==> src/rtl/serial_det_scheduler_pkg.sv <==
// ============================================================================
// Module   : serial_det_scheduler_pkg
// Brief    : Shared types, default sizes and round-robin search helper.
// Revision : 1.0 - initial release
// ============================================================================
`default_nettype none

package serial_det_scheduler_pkg;

   localparam int DEF_NREQ  = 4;
   localparam int DEF_WIDTH = 8;
   localparam int MAX_NREQ  = 32;

   typedef enum logic [1:0] {
      ST_IDLE   = 2'd0,
      ST_SHIFT  = 2'd1,
      ST_REPORT = 2'd2
   } state_t;

   // Returns the first set request after 'last', wrapping; -1 when none.
   function automatic int rr_next(input logic [MAX_NREQ-1:0] req, input int nreq, input int last);
      int idx;
      rr_next = -1;
      for (int k = nreq; k >= 1; k--) begin
         idx = (last + k) % nreq;
         if (req[idx[4:0]]) rr_next = idx;
      end
   endfunction

endpackage

`default_nettype wire

==> src/rtl/serial_det_scheduler_if.sv <==
// ============================================================================
// Module   : serial_det_scheduler_if
// Brief    : Requester/scheduler bundle with producer and scheduler modports.
// Revision : 1.0 - initial release
// ============================================================================
`default_nettype none

interface serial_det_scheduler_if
   import serial_det_scheduler_pkg::*;
#(
   parameter int NREQ  = DEF_NREQ,
   parameter int WIDTH = DEF_WIDTH
);
   localparam int IDW = $clog2(NREQ);
   localparam int CW  = $clog2(WIDTH + 1);

   logic [NREQ-1:0]       req;
   logic [NREQ*WIDTH-1:0] data;
   logic [NREQ-1:0]       grant;
   logic                  busy;
   logic                  done;
   logic [IDW-1:0]        done_id;
   logic [CW-1:0]         hit_count;
   logic                  hit_any;

   modport master (
      output req, data,
      input  grant, busy, done, done_id, hit_count, hit_any
   );

   modport slave (
      input  req, data,
      output grant, busy, done, done_id, hit_count, hit_any
   );

endinterface

`default_nettype wire

==> src/rtl/serial_det_scheduler_det.sv <==
// ============================================================================
// Module   : ones_window_det
// Brief    : Bit-serial "two or more ones in a 3-bit window" detector.
// Revision : 1.0 - initial release
// ============================================================================
`default_nettype none

module ones_window_det (
   input  wire logic clk,
   input  wire logic reset,
   input  wire logic clr,
   input  wire logic en,
   input  wire logic din,
   output logic      hit
);

   logic [1:0] h_q;

   always_ff @(posedge clk) begin
      if (reset || clr) begin
         h_q <= 2'b00;
      end else if (en) begin
         h_q <= {h_q[0], din};
      end
   end

   assign hit = (h_q[1] & h_q[0]) | (din & (h_q[1] | h_q[0]));

endmodule

`default_nettype wire

==> src/rtl/serial_det_scheduler.sv <==
// ============================================================================
// Module   : serial_det_scheduler
// Brief    : Round-robin arbiter sharing one serial window detector among NREQ words.
// Revision : 1.0 - initial release
// ============================================================================
`default_nettype none

module serial_det_scheduler
   import serial_det_scheduler_pkg::*;
#(
   parameter int NREQ  = DEF_NREQ,
   parameter int WIDTH = DEF_WIDTH
) (
   input  wire logic             clk,
   input  wire logic             reset,
   serial_det_scheduler_if.slave bus
);

   localparam int IDW = $clog2(NREQ);
   localparam int CW  = $clog2(WIDTH + 1);
   localparam logic [CW-1:0]  C_SAT      = CW'(WIDTH);
   localparam logic [CW-1:0]  C_LAST_BIT = CW'(WIDTH - 1);
   localparam logic [IDW-1:0] C_LAST_RST = IDW'(NREQ - 1);

   state_t             state_q, state_d;
   logic [IDW-1:0]     last_q, last_d;
   logic [IDW-1:0]     id_q, id_d;
   logic [WIDTH-1:0]   shift_q, shift_d;
   logic [CW-1:0]      bit_q, bit_d;
   logic [CW-1:0]      hits_q, hits_d;
   logic [IDW-1:0]     done_id_q, done_id_d;
   logic [CW-1:0]      cnt_q, cnt_d;
   logic               any_q, any_d;

   logic [MAX_NREQ-1:0] w_req_ext;
   int                  w_pick;
   logic [IDW-1:0]      w_idx;
   logic [NREQ-1:0]     w_grant;
   logic                w_clr;
   logic                w_en;
   logic                w_done;
   logic                w_hit;

   ones_window_det u_det (
      .clk   (clk),
      .reset (reset),
      .clr   (w_clr),
      .en    (w_en),
      .din   (shift_q[0]),
      .hit   (w_hit)
   );

   always_ff @(posedge clk) begin
      if (reset) begin
         state_q   <= ST_IDLE;
         last_q    <= C_LAST_RST;
         id_q      <= '0;
         shift_q   <= '0;
         bit_q     <= '0;
         hits_q    <= '0;
         done_id_q <= '0;
         cnt_q     <= '0;
         any_q     <= 1'b0;
      end else begin
         state_q   <= state_d;
         last_q    <= last_d;
         id_q      <= id_d;
         shift_q   <= shift_d;
         bit_q     <= bit_d;
         hits_q    <= hits_d;
         done_id_q <= done_id_d;
         cnt_q     <= cnt_d;
         any_q     <= any_d;
      end
   end

   always_comb begin
      state_d   = state_q;
      last_d    = last_q;
      id_d      = id_q;
      shift_d   = shift_q;
      bit_d     = bit_q;
      hits_d    = hits_q;
      done_id_d = done_id_q;
      cnt_d     = cnt_q;
      any_d     = any_q;
      w_grant   = '0;
      w_clr     = 1'b0;
      w_en      = 1'b0;
      w_done    = 1'b0;

      w_req_ext            = '0;
      w_req_ext[NREQ-1:0]  = bus.req;
      w_pick               = rr_next(w_req_ext, NREQ, int'(last_q));
      w_idx                = w_pick[IDW-1:0];

      case (state_q)
         ST_IDLE: begin
            if (w_pick >= 0) begin
               w_grant[w_idx] = 1'b1;
               w_clr          = 1'b1;
               last_d         = w_idx;
               id_d           = w_idx;
               shift_d        = bus.data[int'(w_idx)*WIDTH +: WIDTH];
               bit_d          = '0;
               hits_d         = '0;
               state_d        = ST_SHIFT;
            end
         end
         ST_SHIFT: begin
            w_en    = 1'b1;
            shift_d = shift_q >> 1;
            bit_d   = bit_q + 1'b1;
            if (w_hit && (hits_q != C_SAT)) hits_d = hits_q + 1'b1;
            // Results include the final bit's hit so they are valid during done.
            if (bit_q == C_LAST_BIT) begin
               state_d   = ST_REPORT;
               done_id_d = id_q;
               cnt_d     = hits_d;
               any_d     = (hits_d != '0);
            end
         end
         ST_REPORT: begin
            w_done  = 1'b1;
            state_d = ST_IDLE;
         end
         default: state_d = ST_IDLE;
      endcase
   end

   assign bus.grant     = w_grant;
   assign bus.busy      = (state_q != ST_IDLE) | (|w_grant);
   assign bus.done      = w_done;
   assign bus.done_id   = done_id_q;
   assign bus.hit_count = cnt_q;
   assign bus.hit_any   = any_q;

endmodule

`default_nettype wire

==> src/flat_wrapper.sv <==
// flat-port wrapper written by rule: the top's interface ports become plain ports
module serial_det_scheduler_flat import serial_det_scheduler_pkg::*;
#(
   parameter int NREQ  = DEF_NREQ,
   parameter int WIDTH = DEF_WIDTH
)
  (clk, reset, bus_req, bus_data, bus_grant, bus_busy, bus_done, bus_done_id, bus_hit_count, bus_hit_any);
  serial_det_scheduler_if #(.NREQ(NREQ), .WIDTH(WIDTH)) bus_i ();
  input  wire logic clk;
  input  wire logic reset;
  input wire logic [$bits(bus_i.req)-1:0] bus_req;
  input wire logic [$bits(bus_i.data)-1:0] bus_data;
  output wire logic [$bits(bus_i.grant)-1:0] bus_grant;
  output wire logic [$bits(bus_i.busy)-1:0] bus_busy;
  output wire logic [$bits(bus_i.done)-1:0] bus_done;
  output wire logic [$bits(bus_i.done_id)-1:0] bus_done_id;
  output wire logic [$bits(bus_i.hit_count)-1:0] bus_hit_count;
  output wire logic [$bits(bus_i.hit_any)-1:0] bus_hit_any;
  assign bus_i.req = bus_req;
  assign bus_i.data = bus_data;
  assign bus_grant = bus_i.grant;
  assign bus_busy = bus_i.busy;
  assign bus_done = bus_i.done;
  assign bus_done_id = bus_i.done_id;
  assign bus_hit_count = bus_i.hit_count;
  assign bus_hit_any = bus_i.hit_any;
  serial_det_scheduler #(.NREQ(NREQ), .WIDTH(WIDTH)) u_core (.clk(clk), .reset(reset), .bus(bus_i));
endmodule
==> config.mk <==
export PLATFORM = sky130hd
export DESIGN_NAME = serial_det_scheduler_flat
export DESIGN_NICKNAME = d
export VERILOG_FILES = /design/src/rtl/serial_det_scheduler_pkg.sv /design/src/rtl/serial_det_scheduler_if.sv /design/src/rtl/serial_det_scheduler_det.sv /design/src/rtl/serial_det_scheduler.sv /design/src/flat_wrapper.sv
export SDC_FILE = /design/constraint.sdc
export NUM_CORES = 1
export LEC_CHECK = 0
export BUFFER_PORTS_ARGS = -buffer_cell sky130_fd_sc_hd__buf_2
export CAP_MARGIN = 40
export CORE_MARGIN = 4
export CORE_UTILIZATION = 52
export DETAILED_ROUTE_END_ITERATION = 10
export HOLD_SLACK_MARGIN = 0.1
export PLACE_DENSITY = 0.84
export SLEW_MARGIN = 20
export SYNTH_ARGS = -nofsm -noshare
export SYNTH_HDL_FRONTEND = slang
export SYNTH_SLANG_ARGS = --single-unit
==> constraint.sdc <==
create_clock -name clk -period 2.1 [get_ports clk]
set_input_delay 0.105 -clock clk [delete_from_list [all_inputs] [get_ports clk]]
set_output_delay 0.105 -clock clk [all_outputs]
set_load 0.005 [all_outputs]
After elaboration in Yosys (flattened, before gate mapping)
Cells that the tools add are included.
{"block": "word_totals", "regBits": 31, "input_bits": 38, "output_inout_bits": 13, "elab_cells": 85}
{"block": "op_classes", "addsub": 6, "magnitude_cmp": 7, "n_eq_ne": 6, "n_shift": 1, "mux": 30, "bitwise": 9, "n_reduce_logical": 16}
{"op": "two-way mux 32 bit", "count": 4}
{"op": "greater-or-equal comparator 32 x 1 -> 1 bit (second input constant)", "count": 1}
{"op": "indexed part select 32 x 6 -> 8 bit", "count": 1}
{"op": "< comparator 5 x 6 -> 1 bit (second input constant)", "count": 4}
{"op": "two-way mux 4 bit", "count": 5}
{"op": "one-hot mux 4 bit (2 select lines)", "count": 2}
{"op": "one-hot mux 8 bit (2 select lines)", "count": 1}
{"op": "binary-select mux 1 bit (select 3 bit)", "count": 4}
{"op": "two-way mux 1 bit", "count": 9}
{"op": "adder 4 x 1 -> 4 bit (second input constant)", "count": 2}
{"op": "two-way mux 8 bit", "count": 1}
{"op": "AND reduction 2 bit", "count": 4}
{"op": "OR reduction 2 bit", "count": 4}
{"op": "adder 2 x 1 -> 2 bit (second input constant)", "count": 2}
{"op": "adder 2 bit (second input constant)", "count": 2}
{"op": "AND 1 bit (first input constant)", "count": 4}
{"op": "equality test 4 x 3 -> 1 bit (second input constant)", "count": 1}
{"op": "two-way mux 2 bit", "count": 2}
{"op": "inequality test 2 x 1 -> 1 bit (second input constant)", "count": 2}
{"op": "inequality test 4 bit (second input constant)", "count": 1}
{"op": "one-hot mux 2 bit (2 select lines)", "count": 1}
{"op": "nonzero test 2 bit", "count": 2}
{"op": "nonzero test 4 bit", "count": 1}
{"op": "OR reduction 4 bit", "count": 1}
{"op": "10 further kinds", "count": 14}

Longest topological paths before layout
Gate-level depths: netlist (run 1).
{"block": "depth", "ltp_word": 17, "depth_mapped": 8, "ltp_nobuf": 7}

Cells and area by module
A second synthesis (run 1) with hierarchy kept.
{"block": "unflattened", "cells_unflattened": 186, "area_unflattened_um2": 1694.1}
{"mod": "serial_det_scheduler", "instances": 1, "cells_per_inst": 179, "area_per_inst_um2": 1614.0, "seq_area_each_um2": 580.6}
{"mod": "ones_window_det", "instances": 1, "cells_per_inst": 7, "area_per_inst_um2": 80.1, "seq_area_each_um2": 40.0}

Worst setup path before layout (run 1)
No wires, ideal clock.
{"block": "synth_timing", "kind": "register to register", "from": "register u_core.last_q[1]", "to": "register u_core.shift_q[6]", "setup_time_ns": 0.122, "t_arrival_ns": 1.589, "t_required_ns": 1.978, "slack_ns": 0.389, "stages_incl_launch_ff": 7, "n_path_buf": 1, "synth_period_minus_slack_ns": 1.711, "cell_sequence": "dfxtp_1 > buf_6 > mux2i_1 > o22ai_2 > nor2_2 > mux2_4 > a221o_1"}
{"block": "synth_between", "elab_chain_len": 12, "elab_cells_between_ends": 30, "cone_classes": "4 x add/sub; 1 x order compare; 1 x eq/ne; 1 x shift; 14 x mux; 4 x bitwise; 5 x reduce/logical"}
{"element": "start, declared", "line": "serial_det_scheduler.sv:26", "text": "logic [IDW-1:0] last_q, last_d;"}
{"element": "start signal, assigned", "line": "serial_det_scheduler.sv:66", "text": "last_q <= last_d;"}
{"element": "adder 2 x 1 -> 2 bit", "line": "serial_det_scheduler_pkg.sv:25", "text": "idx = (last + k) % nreq;"}
{"element": "OR reduction 2 bit (no source line)"}
{"element": "AND 1 bit (no source line)"}
{"element": "binary-select mux 1 bit (select 3 bit)", "line": "serial_det_scheduler_pkg.sv:26", "text": "if (req[idx[4:0]]) rr_next = idx;"}
{"element": "two-way mux 1 bit (not written as such)", "line": "serial_det_scheduler_pkg.sv:26"}
{"element": "two-way mux 32 bit (3 in a row)", "line": "serial_det_scheduler_pkg.sv:26"}
{"element": "two-way mux 32 bit *", "line": "serial_det_scheduler_pkg.sv:26"}
{"element": "greater-or-equal comparator 32 x 1 -> 1 bit / indexed part select 32 x 6 -> 8 bit (equally long branches)", "line": "serial_det_scheduler.sv:99, serial_det_scheduler.sv:104"}
{"element": "inequality test 2 x 1 -> 1 bit (no source line) / two-way mux 8 bit (equally long branches)"}
{"element": "AND reduction 2 bit (no source line) / one-hot mux 8 bit (2 select lines) (equally long branches)"}
{"element": "end signal, assigned", "line": "serial_det_scheduler.sv:68", "text": "shift_q <= shift_d;"}
{"element": "end, declared", "line": "serial_det_scheduler.sv:28", "text": "logic [WIDTH-1:0] shift_q, shift_d;"}
Every way passes the cells marked *; elsewhere a longest branch is shown, timed or not. The select of a mux whose other input is x is not followed.
A chain may end at the register's enable or synchronous reset.

Final worst setup path (run 1)
{"block": "layout_timing", "from": "register u_core.last_q[1]", "to": "output bus_grant[1]"}
{"block": "layout_between", "elab_chain_len": 15, "elab_cells_between_ends": 32, "cone_classes": "4 x add/sub; 3 x order compare; 16 x mux; 4 x bitwise; 5 x reduce/logical"}
{"element": "adder 2 x 1 -> 2 bit", "line": "serial_det_scheduler_pkg.sv:25"}
{"element": "OR reduction 2 bit (no source line)"}
{"element": "AND 1 bit (no source line)"}
{"element": "binary-select mux 1 bit (select 3 bit)", "line": "serial_det_scheduler_pkg.sv:26"}
{"element": "two-way mux 1 bit (not written as such)", "line": "serial_det_scheduler_pkg.sv:26"}
{"element": "two-way mux 32 bit (3 in a row)", "line": "serial_det_scheduler_pkg.sv:26"}
{"element": "two-way mux 32 bit *", "line": "serial_det_scheduler_pkg.sv:26"}
{"element": "branches (longest 4 deep; another with greater-or-equal comparator 32 x 1 -> 1 bit)"}
{"element": "two-way mux 4 bit *", "line": "serial_det_scheduler.sv:99", "text": "if (w_pick >= 0) begin"}
{"element": "two-way mux 4 bit *", "line": "serial_det_scheduler.sv:97", "text": "case (state_q)"}
{"element": "end, declared", "line": "flat_wrapper.sv:13", "text": "output wire logic [$bits(bus_i.grant)-1:0] bus_grant;"}
Mark *: on every way between the ends. The select of a mux whose other input is x is not followed.

==> metrics.log, run 1 <==
[metrics] fill cell instance count of the final layout: roughly 300
[metrics] beginning of the worst hold path: bus_data[15]
[metrics] HP Class: in -> reg
[metrics] number of DRC violations after detailed-routing iteration 0: 119
[metrics] transition time at the pin with the least slew margin: slightly below 0.6 ns
[metrics] buffer type at the clock tree root: clkbuf_4
[metrics] standard cell area after detailed placement: roughly 2100 um^2
[metrics] postcts setup bufs: 0
[metrics] Top FF cell, synth: dfxtp_1
[metrics] leakage power: 0.993 nW
[metrics] die area: 4530 um^2
[metrics] clock-pin slew on the worst setup and hold paths: 0.10 ns
[metrics] Clock Skew: 0.00890 ns
[metrics] Area Overhead vs Synth: 28.1%
[metrics] FF-to-FF path depth: 5
[metrics] Ys Warns: 0
[metrics] Final HPWL DP: between 3000 and 4000 um
[metrics] cell count after synthesis: 228
[metrics] initial core utilization: 54.4%
[metrics] fraction of synthesized cell area taken by the top area cell type: ~34%
[metrics] max-slew headroom at the worst pin: 60.6%
[metrics] core area: 3360 um^2
[metrics] share of the yosys chip area belonging to registers: 33.9%
[metrics] Die W: around 67 um
[metrics] Pre-antenna DRT Iters: 4
[metrics] number of I/O port buffers: 50
[metrics] synth unique cells: 55
[metrics] clk buf depth: 2
[metrics] unrepaired setup endpoints after global routing: no
[metrics] ratio of cells with drive above 1 in the final layout: a little over a quarter
[metrics] wire length of the first global-routing pass: slightly below 8000 um
[metrics] final global-route overflow total: 0
[metrics] register bit total from synthesis: 31
[metrics] Peak supply drop: 295 uV
[metrics] most common cell after layout, fill and taps aside: buf_2
[metrics] sum of negative setup slack: 0 ns
[metrics] worst-path fanout max: 14
[metrics] antenna diode count: 0
[metrics] # Max-Cap Violations: 0
[metrics] number of antenna violations at the first check in global routing: 0
[metrics] Critical Setup Path Class: reg -> out
[metrics] Final Critical Period: 1.97 ns
[metrics] Post-Syn Nets: 269
[metrics] Worst Path Arrival: 1.87 ns
[metrics] power density cells: 565 nW/um^2
[metrics] latest clock arrival within the worst-skew pair: 0.33 ns
[metrics] Peak Freq: 507 MHz
[metrics] top-level I/O count: between 50 and 60
[metrics] kind of capture point of the worst setup path: output port
[metrics] per-cell via count in the routed design: 5.70
[metrics] register-to-register setup slack: around 0.20 ns
[metrics] design area: ~2300 um^2
[metrics] Net count, final: around 340
[metrics] maximum level of the CTS H-tree: 2
[metrics] final weighted congestion in routability-driven placement: 0.841
[metrics] final worst path period share: 94.0%
[metrics] drc violations: 0
[metrics] Fin. Hold Viols: 0
[metrics] launch instance of the worst register-to-register path: u_core.last_q[1]$_SDFFE_PP1P_
[metrics] Post-Syn Area: 1830 um^2
[metrics] most used cells in the layout excluding fill and tap cells: buf_2 (50), nand2_1 (31), dfxtp_1 (31), nor2_1 (22), dlygate4sd3_1 (18)
[metrics] status: complete, no violations
[metrics] CTS tree: built
[metrics] Clock Sinks: 31
[metrics] count of instances resized after the clock tree is built: 0
[metrics] antenna-violating nets left: 0
[metrics] pin count of the biggest net entering global routing: 22
[metrics] Final Setup Violations: 0
[metrics] cells taking the most area after synthesis: dfxtp_1 (34%), nand2_1 (6.4%), mux2i_1 (6.0%)
[metrics] cell row count: 21
[metrics] Worst Path Required: 2.00 ns
[metrics] largest area contributor in the netlist: dfxtp_1
[metrics] chip height: 67.3 um
[metrics] Worst Hold Path EP: u_core.shift_q[7]$_SDFFE_PP0P_
[metrics] count of pins over their slew limit: 0
[metrics] share of synthesized registers carrying an async set or reset: 0%
[metrics] Num CTS Buffers: 5
[metrics] Critical Path Start Type: flop
[metrics] Hold Path Stages: 3
[metrics] vias in the first global route: 1863
[metrics] total number of vias: ~1900
[metrics] endpoint of the worst-slack reg-to-reg timing path: u_core.shift_q[6]$_SDFFE_PP0P_
[metrics] mean instance size in the synthesized netlist: ~8.0 um^2
[metrics] average wire per cell in the routed design: 14.2 um
[metrics] overall routing resource usage: 23.2%
[metrics] final WL: 4850 um
[metrics] number of enable flip-flop cells after synthesis: 0
[cell usage after synthesis (3+ instances only)]
| cell | count |
|---|---|
| a21oi_1 | 15 |
| o221ai_1 | 3 |
| nor2_1 | 22 |
| a211oi_1 | 3 |
| nand3_1 | 9 |
| o21ai_0 | 14 |
| xor2_1 | 3 |
| nand2_1 | 31 |
| clkbuf_1 | 7 |
| nor2b_1 | 3 |
| a32o_1 | 3 |
| buf_2 | 3 |
| o21ai_1 | 6 |
| nor3_1 | 7 |
| nor2_2 | 4 |
| nand4_1 | 3 |
| mux2i_1 | 11 |
| ha_1 | 3 |
| dfxtp_1 | 31 |
| inv_1 | 5 |
| or3_1 | 3 |
[state kept, by name, summed over array words and instances, names as in the netlist]
name	count
u_core.bus.hit_count	4
u_core.bus.done_id	2
u_core.u_det.h_q	2
u_core.bit_q	4
u_core.state_q	2
u_core.shift_q	8
u_core.last_q	2
u_core.id_q	2
u_core.hits_q	4
u_core.bus.hit_any	1
[where the power goes]
group          total (mW)  internal, mW  switching [mW]
clock network       0.351         0.155           0.196
registers           0.657         0.625          0.0317
logic               0.316         0.151           0.165
[worst max-delay path by stage]
stage | from | end | slack [ns] | cells after the start
after floorplan | u_core.last_q[1]$_SDFFE_PP1P_ | u_core.shift_q[6]$_SDFFE_PP0P_ | 0.39 | 6
after global placement | u_core.last_q[1]$_SDFFE_PP1P_ | u_core.shift_q[6]$_SDFFE_PP0P_ | 0.26 | 5
after detailed placement | u_core.last_q[1]$_SDFFE_PP1P_ | u_core.shift_q[6]$_SDFFE_PP0P_ | 0.23 | 5
after CTS | u_core.last_q[1]$_SDFFE_PP1P_ | bus_grant[1] | 0.14 | 5
after global routing | u_core.last_q[1]$_SDFFE_PP1P_ | bus_grant[3] | 0.005 | 5
final | u_core.last_q[1]$_SDFFE_PP1P_ | bus_grant[1] | 0.13 | 5
[layout make-up]
type	instances	area, um^2	area share, %
clock inverters	1	5.00	0.214
well taps	46	57.6	2.46
multi-input cells	180	1120	47.9
inverters	5	18.8	0.801
repair buffers	73	468	20.0
clock buffers	6	51.3	2.19
flip-flops and latches	31	621	26.5
[what timing repair did]
action                                  in CTS  in global routing
hold endpoints to repair                     8                  0
hold buffers                                18                  0
endpoints found under the setup margin       0                  0
[logic make-up (layout without fill, tap and decap cells)]
kind of cell / count (synthesis) / after routing / synth area share, %
flops: 31 / 31 / 33.9
simple gates: 99 / 99 / 27.4
buf+inv: 17 / 85 / 4.72
mux: 12 / 12 / 6.84
fa+ha+maj: 4 / 4 / 2.67
compound gates: 61 / 61 / 22.5
xor+xnor: 4 / 4 / 1.92
[per-layer routing]
metal / wire (um) / GRT usage (%) / vias up
met2: 2440 / 40.4 / 80
met3: 272 / 6.49 / 19
met1: 1960 / 25.4 / 891
met4: 177 / 12.4 / 0
met5: 0 / 0 / -
li1: - / - / 959
[per-stage QoR]
| stage | hold slack, ns | total power, mW | utilization, % | setup slack (ns) | cells |
|---|---|---|---|---|---|
| detailed placement | 0.311 | 0.951 | 62.6 | 0.226 | 317 |
| CTS | 0.102 | 1.32 | 69.7 | 0.135 | 342 |
| global route | 0.111 | 1.40 | 69.7 | 0.00493 | 342 |
| global placement | 0.313 | 0.944 | 62.6 | 0.259 | 317 |
| finish | 0.113 | 1.32 | 69.7 | 0.127 | 342 |
| floorplan | 0.223 | 0.865 | - | 0.389 | 228 |
[worst max-delay path, stage by stage, from the launching register on]
cell	delay, ns
dfxtp_1	0.50
nor2b_1	0.26
a2111o_1	0.19
nand2_2	0.23
nor3_1	0.22
buf_2	0.14
No activity file was read; power rests on OpenSTA's default activity.
==> inputs of run 2 (changes only) <==
Settings changed: RECOVER_POWER set to 100.
==> run 2 against run 1 <==
Compared with the run above:
- count of clock-buffer cells in the layout stayed put
- clock power is essentially flat
- sequential power hardly changed
- register-to-register slack about the same
- highest routed layer unchanged
- total power down 0.58%
- maximum frequency is essentially flat
- worst hold slack improved by 0.0027 ns
- clock skew down 0.00061 ns
==> metrics.log, run 2 (same netlist as run 1, synthesis figures left out) <==
[metrics] status: complete, no violations
[metrics] number of flip-flops under the largest register name: 8 (unchanged)
[metrics] worst path setup slack after routing: 0.126 ns (-0.00120 ns)
[metrics] portion of total power attributed to combinational logic: 23.6% (-0.3 points)
[metrics] pin count of the biggest net entering global routing: 22 (unchanged)
[metrics] latest clock arrival within the worst-skew pair: 0.33 ns (about the same)
[metrics] register-to-register setup slack: 0.20 ns (about the same)
[metrics] # Max-Cap Violations: 0 (unchanged)
[metrics] vias in the first global route: 1863 (unchanged)
[metrics] top-level I/O count: 51 (unchanged)
[metrics] CTS tree: built
[metrics] max-slew headroom at the worst pin: 59.7% (-0.81 points)
[metrics] Num CTS Buffers: 5 (unchanged)
[metrics] worst-path fanout max: 14 (unchanged)
[metrics] count of pins over their slew limit: 0 (unchanged)
[metrics] worst-case setup slack after placement: 0.226 ns (unchanged)
[metrics] buffer type at the clock tree root: clkbuf_4
[metrics] final weighted congestion in routability-driven placement: 0.841 (unchanged)
[metrics] Area Overhead vs Synth: 27.3%
[metrics] Final HPWL DP: 3370 um (unchanged)
[metrics] sum of negative setup slack: 0 ns (unchanged)
[metrics] capture point of the critical path: bus_grant[1]
[metrics] ratio of cells with drive above 1 in the final layout: 23.6% (-2.4 points)
[metrics] largest reg by FF count: u_core.shift_q
[metrics] antenna diode count: 0 (unchanged)
[metrics] Clock Sinks: 31 (unchanged)
[metrics] kind of capture point of the worst setup path: output port
[metrics] endpoint of the worst-slack reg-to-reg timing path: u_core.shift_q[6]$_SDFFE_PP0P_
[metrics] leakage power: 0.970 nW (-2.2%)
[metrics] chip height: 67.3 um (unchanged)
[metrics] Worst Path Arrival: 1.87 ns (about the same)
[metrics] Critical Path Start Type: flop
[metrics] antenna-violating nets left: 0 (unchanged)
[metrics] number of I/O port buffers: 50 (unchanged)
[metrics] transition time at the pin with the least slew margin: 0.602 ns (+0.0100 ns)
[metrics] total number of vias: 1943 (-0.31%)
[metrics] postcts setup bufs: 0 (unchanged)
[metrics] Final Critical Period: 1.97 ns (+0.00120 ns)
[metrics] die area: 4530 um^2 (unchanged)
[metrics] number of DRC violations after detailed-routing iteration 0: 154 (+29%)
[metrics] Net count, final: 337 (unchanged)
[metrics] switch share: 29.6% (-0.11 points)
[metrics] most common cell after layout, fill and taps aside: buf_2
[metrics] launch instance of the worst register-to-register path: u_core.last_q[1]$_SDFFE_PP1P_
[metrics] Fin. Hold Viols: 0 (unchanged)
[metrics] Clock Skew: 0.00828 ns (-0.000612 ns)
[metrics] FF-to-FF path depth: 5 (unchanged)
[metrics] Worst Path Required: 2.00 ns (about the same)
[metrics] clock-pin slew on the worst setup and hold paths: 0.10 ns (about the same)
[metrics] final hold slack: 0.115 ns (+0.00265 ns)
[metrics] Pre-antenna DRT Iters: 4 (unchanged)
[metrics] overall routing resource usage: 23.2% (unchanged)
[metrics] per-cell via count in the routed design: 5.68 (-0.31%)
[metrics] beginning of the worst hold path: bus_data[15]
[metrics] Peak Freq: 507 MHz (about the same)
[metrics] maximum level of the CTS H-tree: 2 (unchanged)
[metrics] unrepaired setup endpoints after global routing: no
[metrics] core area: 3360 um^2 (unchanged)
[metrics] power density cells: 565 nW/um^2 (about the same)
[metrics] drc violations: 0 (unchanged)
[metrics] internal portion of total power: 927 uW (-0.42%)
[metrics] count of instances resized after the clock tree is built: 0 (unchanged)
[metrics] number of antenna violations at the first check in global routing: 0 (unchanged)
[metrics] Die W: 67.3 um (unchanged)
[metrics] hold buffer count at cts: 18 (unchanged)
[metrics] Final Setup Violations: 0 (unchanged)
[metrics] initial core utilization: 54.4% (unchanged)
[metrics] HP Class: in -> reg
[metrics] final WL: 4820 um (-0.64%)
[metrics] Critical Setup Path Class: reg -> out
[metrics] overall power of the completed layout: 1.32 mW (-0.58%)
[metrics] wire length of the first global-routing pass: 7910 um (unchanged)
[metrics] most used cells in the layout excluding fill and tap cells: buf_2 (45), nand2_1 (31), dfxtp_1 (31), nor2_1 (23)
[metrics] clk buf depth: 2 (unchanged)
[metrics] Peak supply drop: 294 uV (-0.32%)
[metrics] average wire per cell in the routed design: 14.1 um (-0.64%)
[metrics] final global-route overflow total: 0 (unchanged)
[metrics] Clock power frac: 26.6% (about the same)
[metrics] Sequential Power Share: 49.8% (+0.2 points)
[metrics] cell row count: 21 (unchanged)
[metrics] final worst path period share: 94.0% (about the same)
[metrics] Switch Pwr: 390 uW (-0.94%)
[metrics] launch point of the worst path: u_core.last_q[1]$_SDFFE_PP1P_
## run 2: cell types whose count changed in the layout (fill, tap and decap cells not counted)
cell,previous run,this run
nor2_2,4,3
nor2_1,22,23
buf_4,5,3
o21ai_1,6,2
o21ai_0,14,18
clkbuf_2,0,1
buf_2,50,45
clkbuf_1,0,6
## run 2: worst min path at each step
stage / end / cells past startpoint
after detailed placement: u_core.shift_q[2]$_SDFFE_PP0P_ / 2
after global routing: u_core.shift_q[7]$_SDFFE_PP0P_ / 3
final: u_core.shift_q[7]$_SDFFE_PP0P_ / 3
after CTS: u_core.shift_q[7]$_SDFFE_PP0P_ / 3
after global placement: u_core.shift_q[2]$_SDFFE_PP0P_ / 2
after floorplan: u_core.shift_q[0]$_SDFFE_PP0P_ / 1
## run 2: critical path, stage by stage, from the launching register on
cell      delay [ns]
dfxtp_1         0.50
nor2b_1         0.25
a2111o_1        0.19
nand2_2         0.23
nor3_1          0.23
clkbuf_2        0.14
## run 2: stage by stage
| stage | util [%] | std cells | area [um^2] |
|---|---|---|---|
| 2_1_floorplan | - | 228 | 1830 |
| 3_3_place_gp | 62.6 | 317 | 2110 |
| 3_5_place_dp | 62.6 | 317 | 2110 |
| 4_1_cts | 69.7 | 342 | 2340 |
| 5_1_grt | 69.2 | 342 | 2330 |
| 6_report | 69.2 | 342 | 2330 |
## run 2: area by class of cell
cell class | instances | area [um^2]
Fill cell | 309 | 1030
Tap cell | 46 | 57.6
Timing Repair Buffer | 73 | 455
Multi-Input combinational cell | 180 | 1120
Sequential cell | 31 | 621
Clock buffer | 6 | 51.3
Inverter | 5 | 18.8
Clock inverter | 1 | 5.00
## run 2: routing by layer
metal  part of all wire [%]  vias to the layer above  routed length [um]  track usage (%)
met2                     50                       92                2430             40.4
met3                    6.3                       18                 302             6.49
met5                      0                        -                   0                0
li1                       -                      958                   -                -
met4                    3.3                        0                 160             12.4
met1                     40                      875                1930             25.4
## run 2: power by group through the flow
stage	logic, mW	registers, mW	clock network, mW
3_5_place_dp	0.283	0.668	0
5_1_grt	0.344	0.661	0.390
6_report	0.311	0.656	0.350
3_3_place_gp	0.277	0.667	0
2_1_floorplan	0.208	0.657	0
4_1_cts	0.309	0.655	0.360
